### config.mk
export PLATFORM = sky130hd
export DESIGN_NAME = mem_stage_ctrl
export DESIGN_NICKNAME = d
export VERILOG_FILES = /design/src/rtl/pipeline_pkg.sv /design/src/rtl/load_extend.sv /design/src/rtl/mem_stage_ctrl.sv
export SDC_FILE = /design/constraint.sdc
export NUM_CORES = 1
export LEC_CHECK = 0
export CELL_PAD_IN_SITES_DETAIL_PLACEMENT = 1
export CELL_PAD_IN_SITES_GLOBAL_PLACEMENT = 2
export CORE_ASPECT_RATIO = 1.1
export CORE_UTILIZATION = 24
export CTS_BUF_LIST = sky130_fd_sc_hd__clkbuf_4
export CTS_CLUSTER_DIAMETER = 80
export DETAILED_ROUTE_END_ITERATION = 8
export PLACE_DENSITY = 0.81
export SLEW_MARGIN = 20
export SYNTH_ARGS = -nofsm -noshare
export SYNTH_HDL_FRONTEND = slang
export SYNTH_SLANG_ARGS = --single-unit
export TNS_END_PERCENT = 20
### constraint.sdc
create_clock -name clk -period 2.25 [get_ports clk]
set_input_delay 0.45 -clock clk [delete_from_list [all_inputs] [get_ports clk]]
set_output_delay 0.45 -clock clk [all_outputs]
set_load 0.03 [all_outputs]
### src/rtl/pipeline_pkg.sv
// Shared codes for the memory stage: sequencer stage codes, memory op codes,
// load/store width codes, the memory-stage FSM state type and store-lane helpers.
package pipeline_pkg;

  localparam logic [2:0] STAGE_IF = 3'b000;
  localparam logic [2:0] STAGE_ID = 3'b001;
  localparam logic [2:0] STAGE_EX = 3'b010;
  localparam logic [2:0] STAGE_MM = 3'b011;
  localparam logic [2:0] STAGE_WB = 3'b100;

  localparam logic [1:0] MEM_OP_NONE  = 2'b00;
  localparam logic [1:0] MEM_OP_LOAD  = 2'b01;
  localparam logic [1:0] MEM_OP_STORE = 2'b10;
  localparam logic [1:0] MEM_OP_RSVD  = 2'b11;

  localparam logic [2:0] FUNCT3_B  = 3'b000;
  localparam logic [2:0] FUNCT3_H  = 3'b001;
  localparam logic [2:0] FUNCT3_W  = 3'b010;
  localparam logic [2:0] FUNCT3_BU = 3'b100;
  localparam logic [2:0] FUNCT3_HU = 3'b101;

  typedef enum logic [1:0] {
    MS_IDLE = 2'b00,
    MS_REQ  = 2'b01,
    MS_WAIT = 2'b10,
    MS_DONE = 2'b11
  } mem_state_e;

  // sz is funct3[1:0]: 00 byte, 01 half, anything else a full word
  function automatic logic [3:0] store_strb(input logic [1:0] sz, input logic [1:0] a);
    case (sz)
      2'b00:   store_strb = 4'b0001 << a;
      2'b01:   store_strb = 4'b0011 << {a[1], 1'b0};
      default: store_strb = 4'b1111;
    endcase
  endfunction

  function automatic logic [31:0] store_data(input logic [1:0] sz, input logic [31:0] d);
    case (sz)
      2'b00:   store_data = {4{d[7:0]}};
      2'b01:   store_data = {2{d[15:0]}};
      default: store_data = d;
    endcase
  endfunction

endpackage

### src/rtl/load_extend.sv
// Load alignment: picks the addressed byte/half lane from the raw bus word
// and sign- or zero-extends it according to funct3. Purely combinational.
module load_extend
  import pipeline_pkg::*;
(
  input  logic [31:0] raw_i,
  input  logic [1:0]  addr_lo_i,
  input  logic [2:0]  funct3_i,
  output logic [31:0] data_o
);

  logic [7:0]  byte_sel;
  logic [15:0] half_sel;

  // lane select, then extension by load width/signedness
  always_comb begin
    byte_sel = 8'h00;
    half_sel = addr_lo_i[1] ? raw_i[31:16] : raw_i[15:0];
    case (addr_lo_i)
      2'b00:   byte_sel = raw_i[7:0];
      2'b01:   byte_sel = raw_i[15:8];
      2'b10:   byte_sel = raw_i[23:16];
      default: byte_sel = raw_i[31:24];
    endcase
    case (funct3_i)
      FUNCT3_B:  data_o = {{24{byte_sel[7]}}, byte_sel};
      FUNCT3_BU: data_o = {24'h000000, byte_sel};
      FUNCT3_H:  data_o = {{16{half_sel[15]}}, half_sel};
      FUNCT3_HU: data_o = {16'h0000, half_sel};
      default:   data_o = raw_i;
    endcase
  end

endmodule

### src/rtl/mem_stage_ctrl.sv
// Memory-stage responder: when the sequencer sits in MM with a load/store,
// issues one valid/ready bus request, waits for the response (or times out),
// and stalls the sequencer until the access completes.
// Optional build macro MEM_MISALIGN_TRAP_EN: misaligned H/W accesses skip the
// bus and finish immediately with err_o.
//
//  state   | meaning
//  IDLE    | no access in flight, waiting for MM with a load/store
//  REQ     | request presented on the bus, waiting for req_ready_i
//  WAIT    | request accepted, waiting for rsp_valid_i or timeout
//  DONE    | access finished; holds off re-issue until stage leaves MM
module mem_stage_ctrl
  import pipeline_pkg::*;
#(
  parameter int ADDR_W         = 32,
  parameter int TIMEOUT_CYCLES = 16
) (
  input  logic              clk,
  input  logic              reset,
  input  logic [2:0]        stage_i,
  input  logic [1:0]        mem_op_i,
  input  logic [2:0]        funct3_i,
  input  logic [ADDR_W-1:0] addr_i,
  input  logic [31:0]       wdata_i,
  output logic              stall_o,
  output logic              done_o,
  output logic              err_o,
  output logic [31:0]       rdata_o,
  output logic              req_valid_o,
  input  logic              req_ready_i,
  output logic              req_we_o,
  output logic [ADDR_W-1:0] req_addr_o,
  output logic [31:0]       req_wdata_o,
  output logic [3:0]        req_wstrb_o,
  input  logic              rsp_valid_i,
  input  logic [31:0]       rsp_rdata_i
);

  localparam int CNT_W = (TIMEOUT_CYCLES > 1) ? $clog2(TIMEOUT_CYCLES) : 1;

  mem_state_e        state_q, state_d;
  logic [CNT_W-1:0]  cnt_q;
  logic              done_q, done_d, err_q, err_d;
  logic [31:0]       rdata_q;
  logic              load_done;
  logic              we_q;
  logic [ADDR_W-1:0] addr_q;
  logic [31:0]       wdata_q;
  logic [3:0]        wstrb_q;
  logic [1:0]        addr_lo_q;
  logic [2:0]        funct3_q;
  logic              access, misalign, timeout_hit, capture;
  logic [31:0]       load_data;

  assign access = (stage_i == STAGE_MM) &&
                  ((mem_op_i == MEM_OP_LOAD) || (mem_op_i == MEM_OP_STORE));

`ifdef MEM_MISALIGN_TRAP_EN
  assign misalign = ((funct3_i[1:0] == 2'b01) && addr_i[0]) ||
                    ((funct3_i[1:0] == 2'b10) && (addr_i[1:0] != 2'b00));
`else
  assign misalign = 1'b0;
`endif

  generate
    if (TIMEOUT_CYCLES == 0) begin : g_no_timeout
      assign timeout_hit = 1'b0;
    end else begin : g_timeout
      assign timeout_hit = (cnt_q == CNT_W'(TIMEOUT_CYCLES - 1));
    end
  endgenerate

  assign capture = (state_q == MS_IDLE) && access && !misalign;

  // next-state and completion-pulse decode
  always_comb begin
    state_d   = state_q;
    done_d    = 1'b0;
    err_d     = 1'b0;
    load_done = 1'b0;
    case (state_q)
      MS_IDLE: begin
        if (access) begin
          if (misalign) begin
            state_d = MS_DONE;
            done_d  = 1'b1;
            err_d   = 1'b1;
          end else begin
            state_d = MS_REQ;
          end
        end
      end
      MS_REQ: begin
        if (req_ready_i) state_d = MS_WAIT;
      end
      MS_WAIT: begin
        // a response arriving on the timeout cycle still wins
        if (rsp_valid_i) begin
          state_d   = MS_DONE;
          done_d    = 1'b1;
          load_done = !we_q;
        end else if (timeout_hit) begin
          state_d = MS_DONE;
          done_d  = 1'b1;
          err_d   = 1'b1;
        end
      end
      default: begin
        if (stage_i != STAGE_MM) state_d = MS_IDLE;
      end
    endcase
  end

  // state, status pulses and load result
  always_ff @(posedge clk) begin
    if (reset) begin
      state_q <= MS_IDLE;
      done_q  <= 1'b0;
      err_q   <= 1'b0;
      rdata_q <= 32'h0;
    end else begin
      state_q <= state_d;
      done_q  <= done_d;
      err_q   <= err_d;
      if (load_done) rdata_q <= load_data;
    end
  end

  // request fields latched once on issue, held until accepted
  always_ff @(posedge clk) begin
    if (reset) begin
      we_q      <= 1'b0;
      addr_q    <= '0;
      wdata_q   <= 32'h0;
      wstrb_q   <= 4'h0;
      addr_lo_q <= 2'b00;
      funct3_q  <= 3'b000;
    end else if (capture) begin
      we_q      <= (mem_op_i == MEM_OP_STORE);
      addr_q    <= {addr_i[ADDR_W-1:2], 2'b00};
      wdata_q   <= store_data(funct3_i[1:0], wdata_i);
      wstrb_q   <= (mem_op_i == MEM_OP_STORE) ? store_strb(funct3_i[1:0], addr_i[1:0]) : 4'h0;
      addr_lo_q <= addr_i[1:0];
      funct3_q  <= funct3_i;
    end
  end

  // wait-cycle counter, zero on every WAIT entry
  always_ff @(posedge clk) begin
    if (reset) cnt_q <= '0;
    else if (state_q == MS_WAIT) cnt_q <= cnt_q + 1'b1;
    else cnt_q <= '0;
  end

  load_extend u_load_extend (
    .raw_i     (rsp_rdata_i),
    .addr_lo_i (addr_lo_q),
    .funct3_i  (funct3_q),
    .data_o    (load_data)
  );

  assign stall_o     = access && (state_q != MS_DONE);
  assign done_o      = done_q;
  assign err_o       = err_q;
  assign rdata_o     = rdata_q;
  assign req_valid_o = (state_q == MS_REQ);
  assign req_we_o    = we_q;
  assign req_addr_o  = addr_q;
  assign req_wdata_o = wdata_q;
  assign req_wstrb_o = wstrb_q;

endmodule
==> flow_summary.toml <==
[worst_setup_path]
reg2reg_to = "rdata_o[6]"
critPathLaunch = "mem_op_i[1]"
rr_worst_depth = 4
required_ns = 1.80
cp-end-kind = "output port"
reg2reg_slack_ns = 0.49
critPathMaxFanout = 2
crit_buf_inv = 2
cp.arrival_ns = 1.70
worst-setup-path-type = "input pin to output port"
path_cells = "clkdlybuf4s50_1 > ha_1 > and4bb_2 > nor2b_1 > buf_4"
cpPeakStageDelay_ns = 0.45
crit_path_start_kind = "input pin"
crit_slowest_cell = "clkdlybuf4s50_1"
worst_r2r_startpoint = "funct3_q[0]"
cp_top_family = "buffers and inverters"

[power_and_ir_drop]
seq_power_share_pct = 48.8
swShare_pct = 31.47
pwr-share-clk_pct = 24.8
power_leakage_nw = 2.626
p_int_mw = 3.015
vdd_drop_max_mv = 0.3219
powerDensity_nw_per_um2 = 575.4
combPwrFrac_pct = 26.4
switchingPower_mw = 1.385
finalPower_mw = 4.400

[final_layout]
seq_area_um2 = 2242
final_cells = 1068
stdcell_area_um2 = 7646
drive_gt1_share_pct = 7.985
finalNetCount = 923
fillers = 2404
area_delta_synth_final_pct = 53.20
multiInputGateArea_um2 = 2499

[job]
maxCapViolCount = 0

[global_routing]
met2_usage_pct = 28.19
grt_util_all_layers_pct = 17.01
grt_pass1_wl_mm = 28.30
grt_overflow = 0
first_global_vias = 5085
antenna_found_initial = 2
grt_max_degree = 83
grt_util_met3_pct = 4.104
grt_util_met1_pct = 21.45
busiest_layer = "met2"

[timing]
slew_violations = 0
fmax_ghz = 0.4642
rsz0062_at_grt = "no"
fin_crit_ns = 2.154
tns_ns = 0
finalClockSkew_ns = 0.01201
post-route-period-util_pct = 95.74
whs_ns = 0.2603
hold_violations = 0
finalSetupViolations = 0

[clocking]
cts-htree-levels = 3
cts_root_buf = "clkbuf_4"
numCtsBuffers = 9
cts_buffer_depth = 2
clk_latency_ns = 0.48
cts_tree = "yes"
cts_hold_buf = 0
clock_sinks = 112
cts.clk_slew.worst_paths_ns = 0.17

[floorplanning]
initial_core_util_pct = 24.79
die_area_um2 = 21380
die_w_um = 139.5
std_cell_rows = 54
die_h_um = 153.2
ios = 213
core-area_um2 = 20130

[worst_hold_path]
hold_path.class = "input pin to flip-flop"
min_from = "reset"
worstHoldEndpoint = "rdata_o[14]"
worstHoldPathCells = 2

[logic_synthesis]
yosys_register_bits = 112
ys_top_cells_by_count = "139 x nand2_1, 112 x dfxtp_1, 75 x a21oi_1"
synth_edf_count = 0
synthArstFlopShare_pct = 0
synth_compound_area_share_pct = 20.88
synth-xor-area-share_pct = 0.3510
yosysTopAreaCell = "dfxtp_1"
synth_seq_area_share_pct = 44.92
synth_cells = 608
synth_cell_type_count = 45
netlist_area_um2 = 4991
synth-adder-area-share_pct = 1.504
synth_area_leaders = "dfxtp_1 45%, nand2_1 10%, a21oi_1 7.5%, mux2i_1 5.0%, o21ai_0 4.2%"
yosysMostFrequentCell = "nand2_1"
synth.top_cell.area_share_pct = 44.92
synth_top_family_by_area = "compound AO/OA/AOI/OAI gates"
synth_area_per_cell_um2 = 8.209
synthSimpleGateAreaFrac_pct = 19.95
yosys_warnings = 0
synthMuxAreaShare_pct = 7.120
ys.flop_type = "dfxtp_1"

[detailed_routing]
wl_per_cell_um = 16.96
viasPerCell = 4.712
ant_nets = 0
drt-total-wl_mm = 18.12
num_vias = 5032
dr.pass1.iters = 4
dr.first_iter.drc_count = 181
drc = 0

[placement]
dp_cells = 1049
placed_cell_area_um2 = 7491
gp_congestion = 0.7544
port_buffers = 210
post-dp-hpwl_mm = 13.07

[outcome]
status = "completed"
==> cell type report <==
type                            instances  share of cell area (%)
Multi-Input combinational cell        442                   32.68
Timing Repair Buffer                  238                   31.62
Sequential cell                       112                   29.32
Tap cell                              252                   4.124
Clock buffer                           12                   1.178
Clock inverter                          4                  0.7200
Inverter                                6                  0.2946
Antenna cell                            2                 0.06546
==> stage by stage <==
stage / util, % / setup WS [ns]
6_report: 37.98 / 0.09592
5_1_grt: 37.98 / 0.03617
4_1_cts: 37.91 / 0.03752
3_5_place_dp: 37.20 / -0.1682
3_3_place_gp: 37.20 / -0.1189
2_1_floorplan: - / 0.2800
==> worst max path at each step <==
| stage | slack [ns] | end | depth (start not counted) |
|---|---|---|---|
| global route | 0.04 | stall_o | 5 |
| detailed placement | -0.17 | req_wdata_o[12] | 8 |
| finish | 0.1 | stall_o | 5 |
| global placement | -0.12 | req_wdata_o[29] | 8 |
| CTS | 0.04 | stall_o | 5 |
| floorplan | 0.28 | stall_o | 4 |
==> registers in the layout, indices dropped and copies added (netlist names) <==
name and cells:
state_q 2, funct3_q 3, rdata_o 32, req_we_o 1, done_o 1, cnt_q 4
addr_lo_q 2, req_wdata_o 32, req_wstrb_o 4, req_addr_o 30, err_o 1
==> logic make-up after synthesis <==
kind of cell             Yosys count
adder cells (fa/ha/maj)            6
AND/OR/NAND/NOR                  228
multiplexers                      33
buffers and inverters             55
flip-flops                       112
other                              1
XOR/XNOR                           2
AO/OA/AOI/OAI                    171
==> metal layers <==
metal / up-vias / wire (um)
li1: 2489 / -
met3: 12 / 1336
met1: 2382 / 8094
met4: 0 / 242
met5: - / 0
met2: 149 / 8445
==> placed cells by master, fill, tap and decap left out, types with 2 or more instances in the layout <==
master	instances
clkdlybuf4s50_1	206
nand2_1	138
dfxtp_1	112
a21oi_1	75
nor2_1	47
o21ai_0	42
a211oi_1	27
mux2i_1	25
buf_4	21
clkbuf_4	12
nand3b_1	10
buf_12	9
a311oi_1	8
nor2b_1	7
nand3_1	7
inv_1	6
mux2_2	6
ha_1	6
nor4bb_1	4
a2bb2oi_1	4
and2_1	4
a31o_2	4
diode_2	2
nand2b_1	2
o211ai_1	2
a211o_1	2
conb_1	2
clkinv_4	2
dlygate4sd2_1	2
==> power groups by stage <==
stage               clock, mW  sequential, mW  combinational, mW
CTS                      1.15            2.15               1.18
floorplan                   0            2.36              0.423
global placement            0            2.19               1.17
finish                   1.09            2.15               1.16
global route             1.22            2.16               1.26
detailed placement          0            2.19               1.18
==> what timing repair did <==
item | in CTS | in global routing
resized for setup | 2 | 0
endpoints found under the setup margin | 2 | 1
cloned | 0 | 0
buffers inserted | 0 | 1
pin swaps | 1 | 1
No activity file was read; power rests on OpenSTA's default activity.
